## src/rtl/tracker_pkg.sv

```systemverilog
// Shared constants and types for the glove-tracking path: the pixel scanner
// and the per-region color trackers agree on frame geometry and region codes.
package tracker_pkg;

  localparam int DEFAULT_WIDTH  = 640;
  localparam int DEFAULT_HEIGHT = 480;
  localparam int REGION_WIDTH   = DEFAULT_WIDTH / 4;

  localparam logic [7:0] DEFAULT_G_MIN  = 8'd100;
  localparam logic [7:0] DEFAULT_MARGIN = 8'd40;

  typedef enum logic [1:0] {
    REG_RED    = 2'd0,
    REG_GREEN  = 2'd1,
    REG_YELLOW = 2'd2,
    REG_BLUE   = 2'd3
  } region_t;

  // Contents of the first pipeline stage: raw color plus resolved raster
  // position and a flag marking the last pixel of a complete frame.
  typedef struct packed {
    logic [7:0] r;
    logic [7:0] g;
    logic [7:0] b;
    logic [9:0] x;
    logic [9:0] y;
    logic       last;
  } stage1_t;

  // Window edge for a region index; idx may be 4 to produce the upper edge
  // of the blue region.
  function automatic logic [9:0] region_bound(input logic [2:0] idx,
                                              input int region_width);
    return 10'(int'(idx) * region_width);
  endfunction

endpackage

```

## src/rtl/green_classifier.sv

```systemverilog
// Second pipeline stage of the scanner: registered "is this pixel green"
// decision. All sums are 9 bits wide so R/B + MARGIN never wraps.
module green_classifier
  import tracker_pkg::*;
#(
  parameter logic [7:0] G_MIN  = DEFAULT_G_MIN,
  parameter logic [7:0] MARGIN = DEFAULT_MARGIN
) (
  input  logic       clk,
  input  logic       reset,
  input  logic       valid,
  input  logic [7:0] r,
  input  logic [7:0] g,
  input  logic [7:0] b,
  output logic       green
);

  logic [7:0] others [2];
  logic [1:0] margin_ok;
  logic       level_ok;

  assign others[0] = r;
  assign others[1] = b;

  // G must dominate each of R and B by at least MARGIN.
  genvar gi;
  generate
    for (gi = 0; gi < 2; gi++) begin : g_margin
      assign margin_ok[gi] = ({1'b0, g} >= ({1'b0, others[gi]} + {1'b0, MARGIN}));
    end
  endgenerate

  assign level_ok = (g >= G_MIN);

  // Register the decision; an invalid slot always reads as not green.
  always_ff @(posedge clk) begin
    if (reset) begin
      green <= 1'b0;
    end else begin
      green <= valid & level_ok & (&margin_ok);
    end
  end

endmodule

```

## src/rtl/green_pixel_scanner.sv

```systemverilog
// Producer side of the tracker interface: tracks raster position, checks
// frame alignment, classifies pixels green and emits them two cycles later
// together with combinational region window bounds.
module green_pixel_scanner
  import tracker_pkg::*;
#(
  parameter int         WIDTH  = DEFAULT_WIDTH,
  parameter int         HEIGHT = DEFAULT_HEIGHT,
  parameter logic [7:0] G_MIN  = DEFAULT_G_MIN,
  parameter logic [7:0] MARGIN = DEFAULT_MARGIN
) (
  input  logic       clk,
  input  logic       reset,
  input  logic       pix_valid,
  input  logic       frame_sync,
  input  logic [7:0] R,
  input  logic [7:0] G,
  input  logic [7:0] B,
  input  logic [1:0] region,
  output logic [9:0] x,
  output logic [9:0] y,
  output logic       eh_verde,
  output logic       out_valid,
  output logic [9:0] reg_min,
  output logic [9:0] reg_max,
  output logic       frame_done,
  output logic [7:0] frame_count,
  output logic       sync_err
);

  localparam logic [9:0] X_LAST = 10'(WIDTH - 1);
  localparam logic [9:0] Y_LAST = 10'(HEIGHT - 1);
  // WIDTH is outside every open region window, so idle slots are invisible
  // to the downstream trackers.
  localparam logic [9:0] X_IDLE = 10'(WIDTH);
  localparam int         REG_W  = WIDTH / 4;

  logic [9:0] cx;
  logic [9:0] cy;
  logic [9:0] cx_next;
  logic [9:0] cy_next;
  logic [9:0] pix_x;
  logic [9:0] pix_y;
  logic       pix_last;
  logic       at_origin;

  stage1_t    s1;
  logic       s1_valid;

  // Resolve the position of the incoming pixel; a sync always wins and
  // places it at the origin, even on the last position of a frame.
  always_comb begin
    at_origin = (cx == 10'd0) && (cy == 10'd0);
    pix_x     = frame_sync ? 10'd0 : cx;
    pix_y     = frame_sync ? 10'd0 : cy;
    pix_last  = (pix_x == X_LAST) && (pix_y == Y_LAST);
    cx_next   = pix_x + 10'd1;
    cy_next   = pix_y;
    if (pix_x == X_LAST) begin
      cx_next = 10'd0;
      cy_next = (pix_y == Y_LAST) ? 10'd0 : pix_y + 10'd1;
    end
  end

  // Raster counters and sticky misalignment flag advance only on valid pixels.
  always_ff @(posedge clk) begin
    if (reset) begin
      cx       <= 10'd0;
      cy       <= 10'd0;
      sync_err <= 1'b0;
    end else if (pix_valid) begin
      cx <= cx_next;
      cy <= cy_next;
      if (frame_sync && !at_origin) begin
        sync_err <= 1'b1;
      end
    end
  end

  // Stage 1: capture color, resolved position and last-pixel flag.
  always_ff @(posedge clk) begin
    if (reset) begin
      s1_valid <= 1'b0;
      s1       <= '0;
    end else begin
      s1_valid <= pix_valid;
      if (pix_valid) begin
        s1.r    <= R;
        s1.g    <= G;
        s1.b    <= B;
        s1.x    <= pix_x;
        s1.y    <= pix_y;
        s1.last <= pix_last;
      end
    end
  end

  // Stage 2 color decision runs alongside the position/statistics registers.
  green_classifier #(
    .G_MIN  (G_MIN),
    .MARGIN (MARGIN)
  ) u_classifier (
    .clk   (clk),
    .reset (reset),
    .valid (s1_valid),
    .r     (s1.r),
    .g     (s1.g),
    .b     (s1.b),
    .green (eh_verde)
  );

  // Stage 2: drive the pixel stream; y holds across bubbles, x goes idle.
  always_ff @(posedge clk) begin
    if (reset) begin
      x           <= X_IDLE;
      y           <= 10'd0;
      out_valid   <= 1'b0;
      frame_done  <= 1'b0;
      frame_count <= 8'd0;
    end else begin
      out_valid  <= s1_valid;
      frame_done <= s1_valid & s1.last;
      if (s1_valid) begin
        x <= s1.x;
        y <= s1.y;
        if (s1.last) begin
          frame_count <= frame_count + 8'd1;
        end
      end else begin
        x <= X_IDLE;
      end
    end
  end

  // Region windows are a pure function of the current select.
  always_comb begin
    reg_min = region_bound({1'b0, region}, REG_W);
    reg_max = region_bound({1'b0, region} + 3'd1, REG_W);
  end

endmodule

```

## config.mk

```make
export PLATFORM = sky130hd
export DESIGN_NAME = green_pixel_scanner
export DESIGN_NICKNAME = d
export VERILOG_FILES = /design/src/rtl/tracker_pkg.sv /design/src/rtl/green_classifier.sv /design/src/rtl/green_pixel_scanner.sv
export SDC_FILE = /design/constraint.sdc
export NUM_CORES = 1
export LEC_CHECK = 0
export ABC_AREA = 1
export ABC_CLOCK_PERIOD_IN_PS = 2100
export CAP_MARGIN = 10
export CORE_MARGIN = 2
export CORE_UTILIZATION = 53
export DETAILED_ROUTE_END_ITERATION = 7
export PLACE_DENSITY = 0.86
export SYNTH_ARGS = -nofsm -noshare
export SYNTH_HDL_FRONTEND = slang
export SYNTH_SLANG_ARGS = --single-unit
```

## constraint.sdc

```tcl
create_clock -name clk -period 2.1 [get_ports clk]
set_input_delay 0.42 -clock clk [delete_from_list [all_inputs] [get_ports clk]]
set_output_delay 0.42 -clock clk [all_outputs]
set_load 0.02 [all_outputs]
```

# == Word-level counts from Yosys, hierarchy flattened ==
# Index checks and enable logic that the tools add are counted.
# totals
regBits,98
input_bits,30
# classes
add_sub_neg,6
mul,2
order_cmp,3
eq_ne,2
muxes,5
bitwise,4
reduce_logical,10
# ops
cell,count
$mux 10,5
$add 10x1->10 const B,2
$logic_not 10->1,2
$add 8x6->9 const B,2
$ge 8x9->1,2
$eq 10x10->1 const B,1
$eq 10x9->1 const B,1
$add 8x1->8 const B,1
$ge 8x7->1 const B,1
$reduce_and 2->1,3
$mul 2x3->5 const B,1
$mul 3x3->5 const B,1
$add 2x1->3 const B,1
$and 1x1->1,3
$logic_and 1x1->1,3
$reduce_or 2->1,1
$logic_not 1->1,1
$not 1->1,1

# == Depth between registers and ports, before layout ==
# Gate-level depths: netlist of the first run.
# depth
ltp_word,5
mapped_depth,13

# == Modules after synthesis ==
# A second synthesis of the first run with hierarchy kept.
# hier_totals
hier_cells,656
hier_area_um2,4719.5
# modules_own_cells
module,n_inst,cells_per_inst,area_each_um2,seq_area_each_um2
green_pixel_scanner,1,571,4151.5,1941.9
green_classifier,1,85,568.0,20.0

# == Worst setup path after synthesis of the first run ==
# Ideal clock, no wire load.
# synth_path
path_kind,input port to flip-flop
start,in frame_sync
end,reg cy[5]
setup_ns,0.132
arrival_time_ns,1.746
required_time_ns,1.968
path_slack_ns,0.221
path_stages,13
path_cell_list,buf_2 > nor2_1 > ha_1 > nand2_1 > nor2_4 > nand3_2 > nor2_4 > buf_6 > nand2_1 > nand2_1 > nand2_1 > nand2_1 > a21oi_1
# synth_between
word_cells_on_any_way,7
# synth_lines
element,line_no,source
start: declaration,green_pixel_scanner.sv:15,"input logic frame_sync,"
$mux 10,green_pixel_scanner.sv:54,pix_x = frame_sync ? 10'd0 : cx;
named net pix_x[0],green_pixel_scanner.sv:42,logic [9:0] pix_x;
$eq 10x10->1,green_pixel_scanner.sv:59,if (pix_x == X_LAST) begin
$mux 10,green_pixel_scanner.sv:59,
end signal: assignment,green_pixel_scanner.sv:73,cy <= cy_next;
end: declaration,green_pixel_scanner.sv:39,logic [9:0] cy;
# The timed path passes the listed nets, and every way through them passes these cells.
# A chain may end at the register's enable or synchronous reset.

# == Worst setup path in the final report of the first run ==
# layout_path
start,in region[0]
end,out reg_min[7]
# layout_between
elab_chain_cells,1
# layout_rtl
element,line_no,source
start: declaration,green_pixel_scanner.sv:19,"input logic [1:0] region,"
$mul 2x3->5,tracker_pkg.sv:34,return 10'(int'(idx) * region_width);
end: declaration,green_pixel_scanner.sv:24,"output logic [9:0] reg_min,"
# No other way between the ends.

==> run_results.csv, run 1 <==
group,metric,value,unit
logic_synthesis,synth_area,4717,um2
logic_synthesis,seq_area_frac_synth,41.59,%
layout,antennaDiodeCount,0,
routing,vias,4494,
hold_path,whs_path_depth,2,
worst_setup_path,reg2reg_slack,0.21,ns
logic_synthesis,ys.flop_type,"dfxtp_1",
logic_synthesis,synthCells,657,
grt,grt_use_met1,30.99,%
hold_path,hp-start,"s1[16]",
timing,setup_ws,0.03657,ns
placed_design,place_worst_setup_slack,-0.3390,ns
routing,drtPass1Iterations,5,
grt,grt_max_degree,63,
grt,use_met3,4.581,%
worst_setup_path,required,1.68,ns
worst_setup_path,worstSetupPathType,"in -> out",
worst_setup_path,r2r_start,"s1[24]",
clock_tree,h-tree-depth,3,
placed_design,io_buffer_count,70,
timing,tightestPinTransition,0.5805,ns
die,core_area,8678,um2
power_and_ir_drop,p_total,3.646,mW
routing,wl_per_cell,13.37,um
logic_synthesis,synth_async_sr_flop_share,0,%
layout,drive_gt1_share,9.574,%
clock_tree,cts_tree,"built",
grt,track_usage,24.44,%
logic_synthesis,synth-edff-count,0,
logic_synthesis,synth_most_common_cell,"nor2_1",
clock_tree,clk_pin_slew,0.10,ns
power_and_ir_drop,irDropWorstVdd,292.0,uV
clock_tree,cts_made_buffers,9,
status,status,"finished, final reports clean",
placed_design,gp_congestion,0.9546,
clock_tree,cts.sinks,98,
worst_setup_path,cp_max_fo,4,
timing,hold_ws,0.4256,ns
routing,remaining_drc_errors,0,
timing,fmax,0.4846,GHz
routing,antenna_left,0,
die,ios,82,
layout,finalNetCount,800,
grt,grt_use_met2,42.60,%
routing,detail_route.iter0.violations,260,
logic_synthesis,synth_top_area_share,41.59,%
logic_synthesis,synth_commonest_cells,"109 x nor2_1, 101 x nand2_1, 98 x dfxtp_1",
grt,grt_pass1_wl,19.85,mm
logic_synthesis,synth_cell_types,33,
die,dieArea,9671,um2
layout,area_growth,24.08,%
timing,hold_viol_final,0,
clock_tree,clockRootBuffer,"clkbuf_8",
power_and_ir_drop,p_per_area,623.0,nW/um2
logic_synthesis,synth_largest_area_cell,"dfxtp_1",
die,rows,34,
timing,fin_crit,2.063,ns
timing,rsz0062_at_grt,"no",
clock_tree,cts_hold_buf,0,
die,start_util,54.35,%
timing,relSlewSlack,61.30,%
routing,vias_per_cell,5.226,
logic_synthesis,synth_area_per_cell,7.180,um2
worst_setup_path,end_kind,"output pin",
logic_synthesis,ys_ff_latch,98,
power_and_ir_drop,leakage,2.501,nW
clock_tree,clockBufferDepth,2,
grt,antenna_found_initial,0,
placed_design,dpl.cell_count,843,
routing,wl,11.50,mm
placed_design,dp_hpwl,8.170,mm
die,dieHeight,98.34,um
flow_run,max_cap_violations,0,
worst_setup_path,reg2reg_to,"u_classifier.green",
timing,drv_slew,0,
logic_synthesis,yosys_warnings,0,
logic_synthesis,synth_area_leaders,"dfxtp_1 42%, nor2_1 8.7%, nand2_1 8.0%, o21ai_0 7.1%, a21oi_1 6.2%",
timing,finalCritPeriodShare,98.26,%
worst_setup_path,critPathArrivalTime,1.64,ns
timing,fin_skew,0.009916,ns
die,die_w,98.34,um
grt,busiest_layer,"met2",
hold_path,hold_path_class,"reg -> reg",
worst_setup_path,rr_worst_depth,10,
grt,grt_pass1_vias,4393,
worst_setup_path,startpoint_type,"input port",
layout,layout.cells.non_filler,860,
clock_tree,postCtsSetupBuffers,0,
timing,setup_viol,0,
hold_path,min_to,"x[5]",
grt,grt_overflow,0,
clock_tree,clk_latency,0.36,ns
==> sequential cells by signal, summed over array words and instances, names as in the netlist <==
name                flops
sync_err                1
u_classifier.green      1
out_valid               1
frame_count             8
cy                     10
frame_done              1
y                      10
x                      10
cx                     10
s1                     45
s1_valid                1
==> metal layers <==
layer  vias up  wire length [um]
met5         -                 0
met4         0               192
met3        18               705
met2       143              5631
met1      2067              4972
li1       2266                 -
==> where the power goes <==
group	internal (mW)	switching [mW]
Clock	0.468	0.659
Combinational	0.227	0.309
Sequential	1.93	0.0518
==> critical path, stage by stage <==
cell and delay, ns:
clkdlybuf4s50_1 0.49, buf_4 0.13, clkdlybuf4s50_1 0.60
==> placed cells by master, fill, tap and decap left out, drive strengths merged <==
cell type      instances
dlygate4sd2            2
or2                    4
o21a                   1
conb                  11
inv                   73
dfxtp                 98
clkdlybuf4s50         63
nand3b                 2
clkbuf                11
nand3                 36
buf                   42
o211ai                 1
ha                    23
o21ai                 67
dlymetal6s2s           2
a211oi                 2
a21oi                 58
xnor2                  3
nor3                   6
nor4                   3
nand4                  9
clkinvlp               3
clkinv                 3
clkdlybuf4s15          2
nor2                 114
nand2                102
xor2                  10
a31oi                  1
==> logic make-up after synthesis <==
family | share of synthesized area, %
AO/OA/AOI/OAI | 14.03
buffers and inverters | 10.98
XOR/XNOR | 2.414
other | 0.07950
adder cells (fa/ha/maj) | 6.101
flip-flops | 41.59
AND/OR/NAND/NOR | 24.80
==> timing repair <==
action                                  CTS  global route
endpoints found under the setup margin    4            21
gates cloned                              0             1
gates resized for setup                   4             8
pin swaps                                 0             1
==> final cells by class <==
class | instances | area [um2]
repair buffers | 111 | 1006
inverters | 74 | 280.3
clock inverters | 5 | 40.04
clock buffers | 11 | 141.4
fillers | 725 | 2825
flip-flops and latches | 98 | 1962
well taps | 108 | 135.1
multi-input cells | 453 | 2288
==> per-stage QoR <==
| stage | setup TNS [ns] | cell area (um2) | utilization (%) |
|---|---|---|---|
| 3_5_place_dp | -5.926 | 5655 | 65.17 |
| 3_3_place_gp | -4.254 | 5655 | 65.17 |
| 4_1_cts | 0 | 5832 | 67.20 |
| 2_1_floorplan | 0 | 4755 | - |
| 5_1_grt | 0 | 5853 | 67.45 |
| 6_report | 0 | 5853 | 67.45 |
==> how the worst max path moves through the flow <==
stage          startpoint         end  depth (start not counted)
6_report        region[0]  reg_min[7]                          3
5_1_grt         region[0]  reg_min[7]                          3
4_1_cts         region[0]  reg_max[5]                          4
3_5_place_dp   frame_sync       cy[3]                         10
3_3_place_gp   frame_sync       cy[5]                         10
2_1_floorplan  frame_sync       cy[5]                         13
Note: power is estimated with default switching activity, not from simulation.
==> run 2, diff against run 1 <==
Settings changed: CTS_BUF_LIST from default to sky130_fd_sc_hd__clkbuf_16.
==> run 2 against run 1 <==
Non-clock buffer count did not move. Combinational power rose by 0.9%. Clock power rose by 35%. Critical endpoint unchanged. Sequential power barely moved. Largest power group unchanged.
==> run_results.csv, run 2 (synthesis gave the netlist of run 1 again) <==
group,metric,value,unit
layout,area_growth,26.02,%
power_and_ir_drop,p_per_area,681.0,nW/um2
routing,drtPass1Iterations,6,
timing,drv_slew,0,
timing,fin_skew,0.008452,ns
routing,remaining_drc_errors,0,
placed_design,io_buffer_count,70,
hold_path,hp-start,"s1[13]",
clock_tree,clockRootBuffer,"clkbuf_16",
grt,track_usage,25.32,%
grt,grt_pass1_vias,4529,
worst_setup_path,worstSetupPathType,"in -> out",
hold_path,whs_path_depth,2,
worst_setup_path,reg2reg_to,"u_classifier.green",
worst_setup_path,crit_start,"region[0]",
clock_tree,postCtsSetupBuffers,0,
worst_setup_path,startpoint_type,"input port",
die,dieHeight,98.34,um
placed_design,gp_congestion,0.9546,
die,rows,34,
hold_path,min_to,"x[2]",
routing,vias,4553,
clock_tree,h-tree-depth,3,
routing,detail_route.iter0.violations,269,
clock_tree,clk_pin_slew,0.07,ns
clock_tree,cts.sinks,98,
die,die_w,98.34,um
worst_setup_path,r2r_start,"s1[40]",
worst_setup_path,critPathArrivalTime,1.64,ns
clock_tree,clockBufferDepth,2,
timing,fmax,0.4847,GHz
timing,rsz0062_at_grt,"no",
timing,setup_ws,0.03676,ns
worst_setup_path,required,1.68,ns
die,ios,82,
placed_design,place_worst_setup_slack,-0.3390,ns
die,start_util,54.35,%
clock_tree,cts_made_buffers,9,
timing,relSlewSlack,61.17,%
grt,grt_max_degree,63,
layout,largest_reg_flops,45,
timing,finalCritPeriodShare,98.25,%
grt,antenna_found_initial,0,
routing,antenna_left,0,
layout,antennaDiodeCount,0,
clock_tree,cts_tree,"built",
power_and_ir_drop,irDropWorstVdd,374.5,uV
layout,top_register,"s1",
worst_setup_path,rr_worst_depth,10,
timing,hold_viol_final,0,
worst_setup_path,end_kind,"output pin",
grt,grt_overflow,0,
layout,finalNetCount,800,
die,dieArea,9671,um2
clock_tree,clk_latency,0.34,ns
timing,fin_crit,2.063,ns
hold_path,hold_path_class,"reg -> reg",
layout,final_common_cell,"nor2_1",
routing,wl,11.91,mm
layout,nFillCells,698,
worst_setup_path,reg2reg_slack,0.17,ns
worst_setup_path,cp_max_fo,4,
placed_design,dp_hpwl,8.170,mm
routing,wl_per_cell,13.85,um
timing,setup_viol,0,
routing,vias_per_cell,5.294,
layout,final_cell_mix,"108 x nor2_1, 101 x nand2_1, 98 x dfxtp_1, 72 x inv_1, 65 x o21ai_0",
power_and_ir_drop,p_total,4.048,mW
timing,tightestPinTransition,0.5825,ns
clock_tree,cts_hold_buf,0,
die,core_area,8678,um2
flow_run,max_cap_violations,0,
power_and_ir_drop,leakage,2.546,nW
layout,drive_gt1_share,9.441,%
status,status,"finished, final reports clean",
grt,grt_pass1_wl,20.38,mm
## run 2: changes by cell type in the layout (fill, tap and decap cells not counted)
cell / previous run / this run
clkbuf_8: 10 / 0
clkbuf_16: 0 / 9
clkbuf_1: 1 / 0
clkinv_1: 1 / 2
inv_1: 71 / 72
## run 2: layout make-up
type                    count  area (um2)  area share, %
repair buffers            111        1006          16.92
inverters                  74       280.3          4.715
multi-input cells         453        2288          38.50
clock buffers               9       225.2          3.789
flip-flops and latches     98        1962          33.00
well taps                 108       135.1          2.273
clock inverters             7       47.55         0.7998
## run 2: per-stage QoR
step / util, % / hold slack [ns] / TNS (ns) / std cells / instance area (um2)
2_1_floorplan: - / 0.4047 / 0 / 667 / 4755
3_3_place_gp: 65.17 / 0.4123 / -4.254 / 843 / 5655
3_5_place_dp: 65.17 / 0.4169 / -5.926 / 843 / 5655
4_1_cts: 68.25 / 0.4271 / 0 / 859 / 5923
5_1_grt: 68.50 / 0.4422 / 0 / 860 / 5944
6_report: 68.50 / 0.4275 / 0 / 860 / 5944
## run 2: routing by layer
layer | vias to the layer above | GRT usage, % | share of wire [%]
met4 | 0 | 9.168 | 2.0
met5 | - | 0 | 0
li1 | 2275 | - | -
met1 | 2101 | 31.39 | 43
met2 | 149 | 43.96 | 50
met3 | 28 | 4.653 | 5.7
## run 2: critical path: stages
cell	delay, ns
clkdlybuf4s50_1	0.49
buf_4	0.13
clkdlybuf4s50_1	0.60
## run 2: timing repair
action | 4_1_cts | 5_1_grt
pin swaps | 0 | 1
resized for setup | 4 | 8
setup endpoints to repair | 4 | 21
gates cloned | 0 | 1
## run 2: worst max path at each step
stage | slack (ns) | end | cells after the start
6_report | 0.04 | reg_min[7] | 3
5_1_grt | 0.001 | reg_min[7] | 3
4_1_cts | 0.02 | cy[4] | 10
3_5_place_dp | -0.34 | cy[3] | 10
3_3_place_gp | -0.25 | cy[5] | 10
2_1_floorplan | 0.22 | cy[5] | 13
## run 2: where the power goes
| group | internal, mW | switching (mW) |
|---|---|---|
| logic | 0.227 | 0.315 |
| clock network | 0.799 | 0.723 |
| registers | 1.93 | 0.0522 |
